===== config.mk =====
export PLATFORM = sky130hd
export DESIGN_NAME = slot_counter_bank
export DESIGN_NICKNAME = d
export VERILOG_FILES = /design/src/rtl/slot_counter_pkg.sv /design/src/rtl/slot_counter_channel.sv /design/src/rtl/slot_counter_bank.sv
export SDC_FILE = /design/constraint.sdc
export NUM_CORES = 1
export LEC_CHECK = 0
export ABC_AREA = 1
export CAP_MARGIN = 20
export CORE_MARGIN = 2
export CORE_UTILIZATION = 50
export CTS_CLUSTER_DIAMETER = 40
export DETAILED_ROUTE_END_ITERATION = 16
export GPL_ROUTABILITY_DRIVEN = 0
export PLACE_DENSITY_LB_ADDON = 0.1
export REMOVE_ABC_BUFFERS = 1
export SKIP_LAST_GASP = 1
export SLEW_MARGIN = 20
export SYNTH_ARGS = -nofsm -noshare
export SYNTH_HDL_FRONTEND = slang
export SYNTH_HIERARCHICAL = 1
export SYNTH_SLANG_ARGS = --single-unit

===== constraint.sdc =====
create_clock -name slower_clock -period 4.1 [get_ports slower_clock]
set_input_delay 0.615 -clock slower_clock [delete_from_list [all_inputs] [get_ports slower_clock]]
set_output_delay 0.615 -clock slower_clock [all_outputs]
set_load 0.01 [all_outputs]

===== src/rtl/slot_counter_pkg.sv =====
// Shared definitions for the slot counter bank: command op codes, mode bit
// positions, lane width, broadcast channel id and command FSM states.
package slot_counter_pkg;

  localparam int SLOT_W = 32;
  localparam logic [7:0] CHAN_BROADCAST = 8'hFF;

  localparam int MODE_DIR_BIT = 0;
  localparam int MODE_SAT_BIT = 1;

  typedef enum logic [1:0] {
    OP_NOP      = 2'd0,
    OP_CLEAR    = 2'd1,
    OP_LOAD     = 2'd2,
    OP_SET_MODE = 2'd3
  } cmd_op_t;

  typedef enum logic {
    IDLE = 1'b0,
    EXEC = 1'b1
  } cmd_state_t;

  // True when a command addressed to chan targets channel idx.
  function automatic logic chan_hit(input logic [7:0] chan, input int unsigned idx);
    logic [31:0] idx_v;
    idx_v = idx;
    return (chan == CHAN_BROADCAST) || (chan == idx_v[7:0]);
  endfunction

endpackage


===== src/rtl/slot_counter_channel.sv =====
// One counter of the bank: count register, direction/saturate mode bits and
// registered terminal-count pulse. Host writes take priority over counting.
module slot_counter_channel
  import slot_counter_pkg::*;
#(
  parameter int WIDTH = 8
) (
  input  logic              slower_clock,
  input  logic              rst,
  input  logic              count_en,
  input  logic              wr_clear,
  input  logic              wr_load,
  input  logic              wr_mode,
  input  logic [SLOT_W-1:0] data,
  output logic [WIDTH-1:0]  count,
  output logic              tc
);

  localparam logic [WIDTH-1:0] ZERO = '0;
  localparam logic [WIDTH-1:0] ONE  = WIDTH'(1);
  localparam logic [WIDTH-1:0] MAX  = {WIDTH{1'b1}};

  logic             dir;
  logic             sat;
  logic [WIDTH-1:0] count_step;
  logic             tc_step;
  logic             unused_data;

  assign unused_data = ^data;

  // Next count and terminal-count flag for a counting tick in the current mode.
  always_comb begin
    count_step = count;
    tc_step    = 1'b0;
    if (!dir) begin
      if (sat) begin
        if (count != MAX) begin
          count_step = count + ONE;
          tc_step    = (count == (MAX - ONE));
        end
      end else begin
        count_step = count + ONE;
        tc_step    = (count == MAX);
      end
    end else begin
      if (sat) begin
        if (count != ZERO) begin
          count_step = count - ONE;
          tc_step    = (count == ONE);
        end
      end else begin
        count_step = count - ONE;
        tc_step    = (count == ZERO);
      end
    end
  end

  // Count/mode registers; a host write suppresses both the tick and the pulse.
  always_ff @(posedge slower_clock or posedge rst) begin
    if (rst) begin
      count <= '0;
      dir   <= 1'b0;
      sat   <= 1'b0;
      tc    <= 1'b0;
    end else if (wr_clear) begin
      count <= '0;
      tc    <= 1'b0;
    end else if (wr_load) begin
      count <= data[WIDTH-1:0];
      tc    <= 1'b0;
    end else if (wr_mode) begin
      dir   <= data[MODE_DIR_BIT];
      sat   <= data[MODE_SAT_BIT];
      tc    <= 1'b0;
    end else if (count_en) begin
      count <= count_step;
      tc    <= tc_step;
    end else begin
      tc    <= 1'b0;
    end
  end

endmodule


===== src/rtl/slot_counter_bank.sv =====
// Bank of CHANNELS counters behind a valid/ready command port, with a shared
// free-running prescaler. Lanes are zero-extended to 32 bits for the slots.
// Optional macro SLOT_COUNTER_SNAPSHOT_EN adds a snapshot input and shadow
// registers so that count_out presents a coherent copy of all counters.
//
// state | meaning
// IDLE  | cmd_ready high, waiting for a command to capture
// EXEC  | captured command is applied on the next edge, then back to IDLE
module slot_counter_bank
  import slot_counter_pkg::*;
#(
  parameter int CHANNELS = 5,
  parameter int WIDTH    = 8,
  parameter int PRESCALE = 1
) (
  input  logic                       slower_clock,
  input  logic                       rst,
  input  logic [CHANNELS-1:0]        enable,
  input  logic                       cmd_valid,
  output logic                       cmd_ready,
  input  logic [1:0]                 cmd_op,
  input  logic [7:0]                 cmd_chan,
  input  logic [31:0]                cmd_data,
  output logic [CHANNELS*SLOT_W-1:0] count_out,
  output logic [CHANNELS-1:0]        tc_pulse
`ifdef SLOT_COUNTER_SNAPSHOT_EN
  ,
  input  logic                       snapshot
`endif
);

  logic tick;

  if (PRESCALE == 1) begin : g_no_prescale
    assign tick = 1'b1;
  end else begin : g_prescale
    localparam int PS_W = $clog2(PRESCALE);
    localparam logic [PS_W-1:0] PS_LAST = PS_W'(PRESCALE - 1);
    logic [PS_W-1:0] ps;

    // Free-running prescaler, independent of any command activity.
    always_ff @(posedge slower_clock or posedge rst) begin
      if (rst)                ps <= '0;
      else if (ps == PS_LAST) ps <= '0;
      else                    ps <= ps + PS_W'(1);
    end

    assign tick = (ps == PS_LAST);
  end

  cmd_state_t          state;
  cmd_state_t          state_nxt;
  logic                ready_nxt;
  logic                accept;
  cmd_op_t             op_q;
  logic [7:0]          chan_q;
  logic [31:0]         data_q;
  logic [CHANNELS-1:0] wr_clear;
  logic [CHANNELS-1:0] wr_load;
  logic [CHANNELS-1:0] wr_mode;

  // Command FSM next state; ready follows whether the next state is IDLE.
  always_comb begin
    state_nxt = state;
    accept    = 1'b0;
    case (state)
      IDLE: begin
        if (cmd_valid && cmd_ready) begin
          accept    = 1'b1;
          state_nxt = EXEC;
        end
      end
      EXEC:    state_nxt = IDLE;
      default: state_nxt = IDLE;
    endcase
    ready_nxt = (state_nxt == IDLE);
  end

  // Command FSM state and registered ready.
  always_ff @(posedge slower_clock or posedge rst) begin
    if (rst) begin
      state     <= IDLE;
      cmd_ready <= 1'b0;
    end else begin
      state     <= state_nxt;
      cmd_ready <= ready_nxt;
    end
  end

  // Hold the accepted command for its EXEC cycle.
  always_ff @(posedge slower_clock or posedge rst) begin
    if (rst) begin
      op_q   <= OP_NOP;
      chan_q <= '0;
      data_q <= '0;
    end else if (accept) begin
      op_q   <= cmd_op_t'(cmd_op);
      chan_q <= cmd_chan;
      data_q <= cmd_data;
    end
  end

  // Per-channel write strobes; out-of-range channels match nothing.
  always_comb begin
    wr_clear = '0;
    wr_load  = '0;
    wr_mode  = '0;
    for (int i = 0; i < CHANNELS; i++) begin
      if ((state == EXEC) && chan_hit(chan_q, i)) begin
        wr_clear[i] = (op_q == OP_CLEAR);
        wr_load[i]  = (op_q == OP_LOAD);
        wr_mode[i]  = (op_q == OP_SET_MODE);
      end
    end
  end

  logic [WIDTH-1:0] live_count [CHANNELS];

  for (genvar i = 0; i < CHANNELS; i++) begin : g_chan
    slot_counter_channel #(
      .WIDTH (WIDTH)
    ) u_chan (
      .slower_clock (slower_clock),
      .rst          (rst),
      .count_en     (tick & enable[i]),
      .wr_clear     (wr_clear[i]),
      .wr_load      (wr_load[i]),
      .wr_mode      (wr_mode[i]),
      .data         (data_q),
      .count        (live_count[i]),
      .tc           (tc_pulse[i])
    );
  end

`ifdef SLOT_COUNTER_SNAPSHOT_EN
  logic [WIDTH-1:0] shadow [CHANNELS];

  // Shadows take the pre-edge live counts whenever snapshot is high.
  always_ff @(posedge slower_clock or posedge rst) begin
    if (rst) begin
      for (int i = 0; i < CHANNELS; i++) shadow[i] <= '0;
    end else if (snapshot) begin
      for (int i = 0; i < CHANNELS; i++) shadow[i] <= live_count[i];
    end
  end

  for (genvar i = 0; i < CHANNELS; i++) begin : g_lane
    assign count_out[i*SLOT_W +: SLOT_W] = SLOT_W'(shadow[i]);
  end
`else
  for (genvar i = 0; i < CHANNELS; i++) begin : g_lane
    assign count_out[i*SLOT_W +: SLOT_W] = SLOT_W'(live_count[i]);
  end
`endif

endmodule


==> results.yml, run 1 <==
power_and_ir_drop:
  p_per_area_nw_per_um2: 495.4
  peakVddDrop_uv: 237.3
  intPower_w: 0.002203
  p_switching_w: 0.001520
  combPwrFrac_pct: 38.7
  p_seq_share_pct: 35.5
  p_clk_share_pct: 25.8
  p_leak_nw: 3.899
  swShare_pct: 40.84
sta:
  hold_viol: 0
  finalClockSkew_ns: 0.006213
  min_period_ns: 2.334
  slew_headroom_pct: 50.08
  rsz0062_at_grt: "false"
  worst_slack_ns: 1.766
  setup_viol: 0
  worst_pin_slew_ns: 0.7479
  fmax_mhz: 428.4
  tns_ns: 0
  slew_violations: 0
  post-route-period-util_pct: 56.93
detailed_routing:
  wl_per_cell_um: 12.22
  first_pass_iters: 5
  final_antenna_net_count: 0
  drtIter0Drc: 388
  viasPerCell: 4.783
  dr_total_vias: 6179
  drt-total-wl_mm: 15.79
  drc: 0
synth:
  yosysWarnings: 6
  synthCells: 1056
  syn_avg_cell_area_um2: 6.510
  syn_area_um2: 6874
placed_design:
  hpwl_mm: 11.76
  placed_area_um2: 7153
  place_ws_ns: 1.812
  port-buffer-count: 71
cells_and_area:
  nets: 1186
  antenna-diode-count: 0
  layout-drive-gt1-share_pct: 6.004
  final_area_um2: 7515
  layout_commonest_cell: "nand2_1"
  final_cell_mix: "nand2_1 (294), nor2_1 (144), conb_1 (120)"
  syn2layout_area_growth_pct: 9.319
min_path:
  hold_end: "chan_q[4]$_DFFE_PP0P_"
  hold_path_depth: 2
  hp-start: "chan_q[4]$_DFFE_PP0P_"
  min_path_type: "flop to flop"
global_routing:
  grt_pass1_wl_mm: 26.25
  grt_max_degree: 31
  grt_pass1_vias: 5416
  antenna_found_initial: 0
  gr-total-overflow: 0
  grt_use_total_pct: 22.24
cts:
  cts_resized: 0
  root_buffer: "clkbuf_16"
  insertion_delay_ns: 0.34
  cts_buffer_depth: 2
  clk_pin_slew_ns: 0.06
  htree_levels: 3
  cts_num_sinks: 75
  cts_buffers: 9
  cts-hold-fix-buffers: 0
  cts_setup_buffers: 0
  cts_tree: "built"
floorplanning:
  die_area_um2: 14700
  coreArea_um2: 13350
  ios: 216
  die_x_um: 121.3
  num_rows: 42
  die_height_um: 121.3
  initial_utilization_pct: 51.50
status:
  status: "finished clean"
setup_path:
  r2r_start: "chan_q[1]$_DFFE_PP0P_"
  critPathMaxFanout: 16
  worstPathArrival_ns: 2.62
  crit_type: "flop to flop"
  crit_required_ns: 4.39
  reg2reg_to: "g_chan[0].u_chan/count[4]$_DFFE_PP0P_"
  cp-start-kind: "flop"
  r2r_setup_slack_ns: 1.77
  end_kind: "flop"
  r2r_cells: 14
run:
  drv_cap: 0
[power groups by stage]
stage                     logic, W  clock network (W)  registers, W
final                      0.00144           0.000962       0.00132
after global routing       0.00166            0.00101       0.00136
after CTS                  0.00145           0.000982       0.00132
after detailed placement   0.00144                  0       0.00132
after global placement     0.00142                  0       0.00133
after floorplan           0.000899                  0       0.00127
[sequential cells by signal, indices dropped and copies added (netlist names)]
name,flops
state,1
g_chan.u_chan/sat,5
g_chan.u_chan/dir,5
cmd_ready,1
g_chan.u_chan/count,40
chan_q,8
data_q,8
g_chan.u_chan/tc,5
op_q,2
[through the flow]
| stage | instances | hold slack [ns] | total power (W) | util, % |
|---|---|---|---|---|
| after floorplan | 1029 | 0.4674 | 0.002172 | - |
| after global placement | 1276 | 0.5374 | 0.002750 | 53.59 |
| after detailed placement | 1276 | 0.5421 | 0.002764 | 53.59 |
| after CTS | 1292 | 0.5537 | 0.003744 | 56.30 |
| after global routing | 1292 | 0.5873 | 0.004033 | 56.30 |
| final | 1292 | 0.5537 | 0.003723 | 56.30 |
[metal layers]
metal / wire (µm) / global-route usage (%) / part of all wire, %
met1: 7783 / 31.82 / 49
met2: 6914 / 35.15 / 44
met3: 803 / 1.974 / 5.1
met4: 285 / 8.046 / 1.8
met5: 0 / 0 / 0
[worst max-delay path, stage by stage, from the launching register on]
cell and delay [ns]:
dfrtp_1 0.38, nand2_1 0.08, nor2_1 0.10, nand2_1 0.13
o21ai_0 0.10, nand2_1 0.11, nor2_1 0.17, inv_1 0.26
nand2_2 0.17, inv_1 0.08, o21ai_2 0.06, nand3_2 0.27
inv_1 0.20, nand3_1 0.10, nand2_1 0.06
[how the worst max path moves through the flow]
stage / from / to / slack [ns] / cells after the start
floorplan: chan_q[1]$_DFFE_PP0P_ / g_chan[0].u_chan/count[0]$_DFFE_PP0P_ / 2.22 / 14
global placement: chan_q[1]$_DFFE_PP0P_ / g_chan[0].u_chan/count[4]$_DFFE_PP0P_ / 1.82 / 14
detailed placement: chan_q[1]$_DFFE_PP0P_ / g_chan[0].u_chan/count[4]$_DFFE_PP0P_ / 1.81 / 14
CTS: chan_q[1]$_DFFE_PP0P_ / g_chan[0].u_chan/count[4]$_DFFE_PP0P_ / 1.79 / 14
global route: chan_q[1]$_DFFE_PP0P_ / g_chan[0].u_chan/count[4]$_DFFE_PP0P_ / 1.49 / 14
finish: chan_q[1]$_DFFE_PP0P_ / g_chan[0].u_chan/count[4]$_DFFE_PP0P_ / 1.77 / 14
[final cells by class]
type                       instances  area (µm²)
clock inverter                     4       95.09
fill                            1356        5833
sequential                        75        1877
multi-input combinational        843        3929
inverter                         111       416.7
tap                              176       220.2
timing repair buffer              71       710.7
clock buffer                      12       266.5
Power figures use the tool's default switching activity.
==> run 2, diff against run 1 <==
--- a/config.mk
+++ b/config.mk
@@ -8,7 +8,7 @@
 export ABC_AREA = 1
 export CAP_MARGIN = 20
 export CORE_MARGIN = 2
-export CORE_UTILIZATION = 50
+export CORE_UTILIZATION = 45
 export CTS_CLUSTER_DIAMETER = 40
 export DETAILED_ROUTE_END_ITERATION = 16
 export GPL_ROUTABILITY_DRIVEN = 0
==> constraint.sdc (replaced) <==
create_clock -name slower_clock -period 1.9 [get_ports slower_clock]
set_input_delay 0.285 -clock slower_clock [delete_from_list [all_inputs] [get_ports slower_clock]]
set_output_delay 0.285 -clock slower_clock [all_outputs]
set_load 0.01 [all_outputs]
==> run 2 against run 1 <==
Clock skew grew 0.0046 ns. Fmax grew 20%. Count of clock-buffer cells in the layout grew 1. Largest cell class unchanged. Utilization grew 0.64 points. The flow now finishes with violations (setup timing). Register-to-register slack lost 1.8 ns. Non-clock buffer count grew 67. Largest power group unchanged.
==> results.yml, run 2 (synthesis gave the netlist of run 1 again) <==
cells_and_area:
  syn2layout_area_growth_pct: 24.99
  multi_input_area_um2: 4491
  fin_cells: 1374
  layout-drive-gt1-share_pct: 19.48
  nets: 1257
  largest_reg_flops: 40
  layout_commonest_cell: "nand2_1"
  antenna-diode-count: 0
  largestRegisters: "g_chan.u_chan/count (40), chan_q (8), data_q (8)"
  regMostFlops: "g_chan.u_chan/count"
  nFillCells: 1454
  regArea_um2: 1877
  final_cell_mix: "nand2_1 (264), conb_1 (120), nor2_1 (116)"
floorplanning:
  initial_utilization_pct: 45.56
  ios: 216
  coreArea_um2: 15090
  num_rows: 45
  die_area_um2: 16280
  die_height_um: 127.6
  die_x_um: 127.6
detailed_routing:
  final_antenna_net_count: 0
  drtIter0Drc: 387
  drc: 0
  drt-total-wl_mm: 18.22
  dr_total_vias: 6529
  first_pass_iters: 5
  wl_per_cell_um: 13.26
  viasPerCell: 4.752
placed_design:
  port-buffer-count: 71
  placedCellCount: 1329
  hpwl_mm: 12.46
cts:
  root_buffer: "clkbuf_16"
  insertion_delay_ns: 0.35
  cts_tree: "built"
  cts_num_sinks: 75
  clk_pin_slew_ns: 0.06
  cts_buffers: 9
  cts_buffer_depth: 2
  htree_levels: 3
sta:
  hold_viol: 0
  finalClockSkew_ns: 0.01083
  tns_ns: -0.1344
  min_period_ns: 1.953
  post-route-period-util_pct: 102.8
  hold_ws_ns: 0.4320
  rsz0062_at_grt: "true"
  setup_viol: 6
  worst_slack_ns: -0.05301
  slew_headroom_pct: 61.39
  worst_pin_slew_ns: 0.5791
  slew_violations: 0
  fmax_mhz: 512.0
setup_path:
  end_kind: "flop"
  crit_type: "flop to flop"
  cp-start-kind: "flop"
  crit_required_ns: 2.18
  critPathMaxFanout: 5
  worstPathArrival_ns: 2.23
global_routing:
  grt_pass1_vias: 5767
  grt_max_degree: 25
  antenna_found_initial: 0
  grt_use_total_pct: 21.95
  grt_pass1_wl_mm: 28.55
  gr-total-overflow: 0
power_and_ir_drop:
  p_per_area_nw_per_um2: 948.2
  peakVddDrop_uv: 584.6
  power_w: 0.008147
  p_leak_nw: 4.390
status:
  violations: "setup timing"
  status: "finished, violations left"
min_path:
  min_path_type: "primary input to asynchronous set/reset pin"
run:
  drv_cap: 0
==> run 2: cell count changes in the layout (fill, tap and decap cells not counted), moves of 8 or more <==
cell / change
inv_1: -10
nand3_2: +10
nand2_4: +10
nor2_1: -28
nand3_1: -12
nand2_1: -30
nand2_2: +19
inv_2: +8
o21ai_2: +10
nor2_4: +22
o21ai_0: -17
buf_4: +58
==> run 2: routing by layer <==
metal	global-route usage [%]	vias up	routed length, µm
met1	31.08	2973	8726
met5	0	-	0
met3	2.889	15	779
met4	6.012	0	235
li1	-	3341	-
met2	35.33	200	8474
==> run 2: final timing paths <==
kind	startpoint	to	slack, ns	depth (start not counted)
worst min-delay path	rst	data_q[0]$_DFFE_PP0P_	0.43	2
worst min register to register	g_chan[2].u_chan/count[0]$_DFFE_PP0P_	g_chan[2].u_chan/count[0]$_DFFE_PP0P_	0.53	2
worst max-delay path	chan_q[2]$_DFFE_PP0P_	g_chan[3].u_chan/count[1]$_DFFE_PP0P_	-0.05	12
worst max register to register	chan_q[2]$_DFFE_PP0P_	g_chan[3].u_chan/count[1]$_DFFE_PP0P_	-0.05	12
max in group asynchronous	rst	chan_q[3]$_DFFE_PP0P_	0.98	3
min in group slower_clock	cmd_data[3]	data_q[3]$_DFFE_PP0P_	0.48	3
==> run 2: layout make-up <==
class	instances	area share, %
Clock inverter	2	0.4077
Timing Repair Buffer	138	14.78
Inverter	111	4.937
Tap cell	188	2.738
Multi-Input combinational cell	847	52.26
Sequential cell	75	21.84
Clock buffer	13	3.029
==> run 2: critical path: stages, from the launching register on <==
cell	delay, ns
dfrtp_1	0.41
nor2_1	0.17
nand2_1	0.10
o21ai_2	0.16
nand2_2	0.12
nor2_4	0.17
nor2_4	0.06
and3_1	0.15
nand2_2	0.13
nand2_2	0.09
nor2_4	0.16
nand2_1	0.10
o21ai_2	0.07
==> run 2: where the power goes <==
| part | internal, W | switching [W] |
|---|---|---|
| combinational | 0.00157 | 0.00195 |
| clock | 0.00108 | 0.000677 |
| sequential | 0.00199 | 0.000875 |
| total | 0.00465 | 0.00350 |
==> run 2: timing repair <==
item	in CTS	in global routing
endpoints found under the setup margin	38	46
gates resized for setup	44	120
setup buffers	11	15
hold buffers	0	0
cloned	1	3
endpoints found under the hold margin	0	0
pin swaps	14	49
==> run 2: metrics by stage <==
stage | cell area, µm² | setup slack, ns | util, %
2_1_floorplan | 6222 | 0.02470 | -
3_5_place_dp | 7501 | -0.09527 | 49.71
5_1_grt | 8592 | -0.1584 | 56.94
3_3_place_gp | 7501 | -0.06664 | 49.71
6_report | 8592 | -0.05301 | 56.94
4_1_cts | 8054 | -0.009869 | 53.37
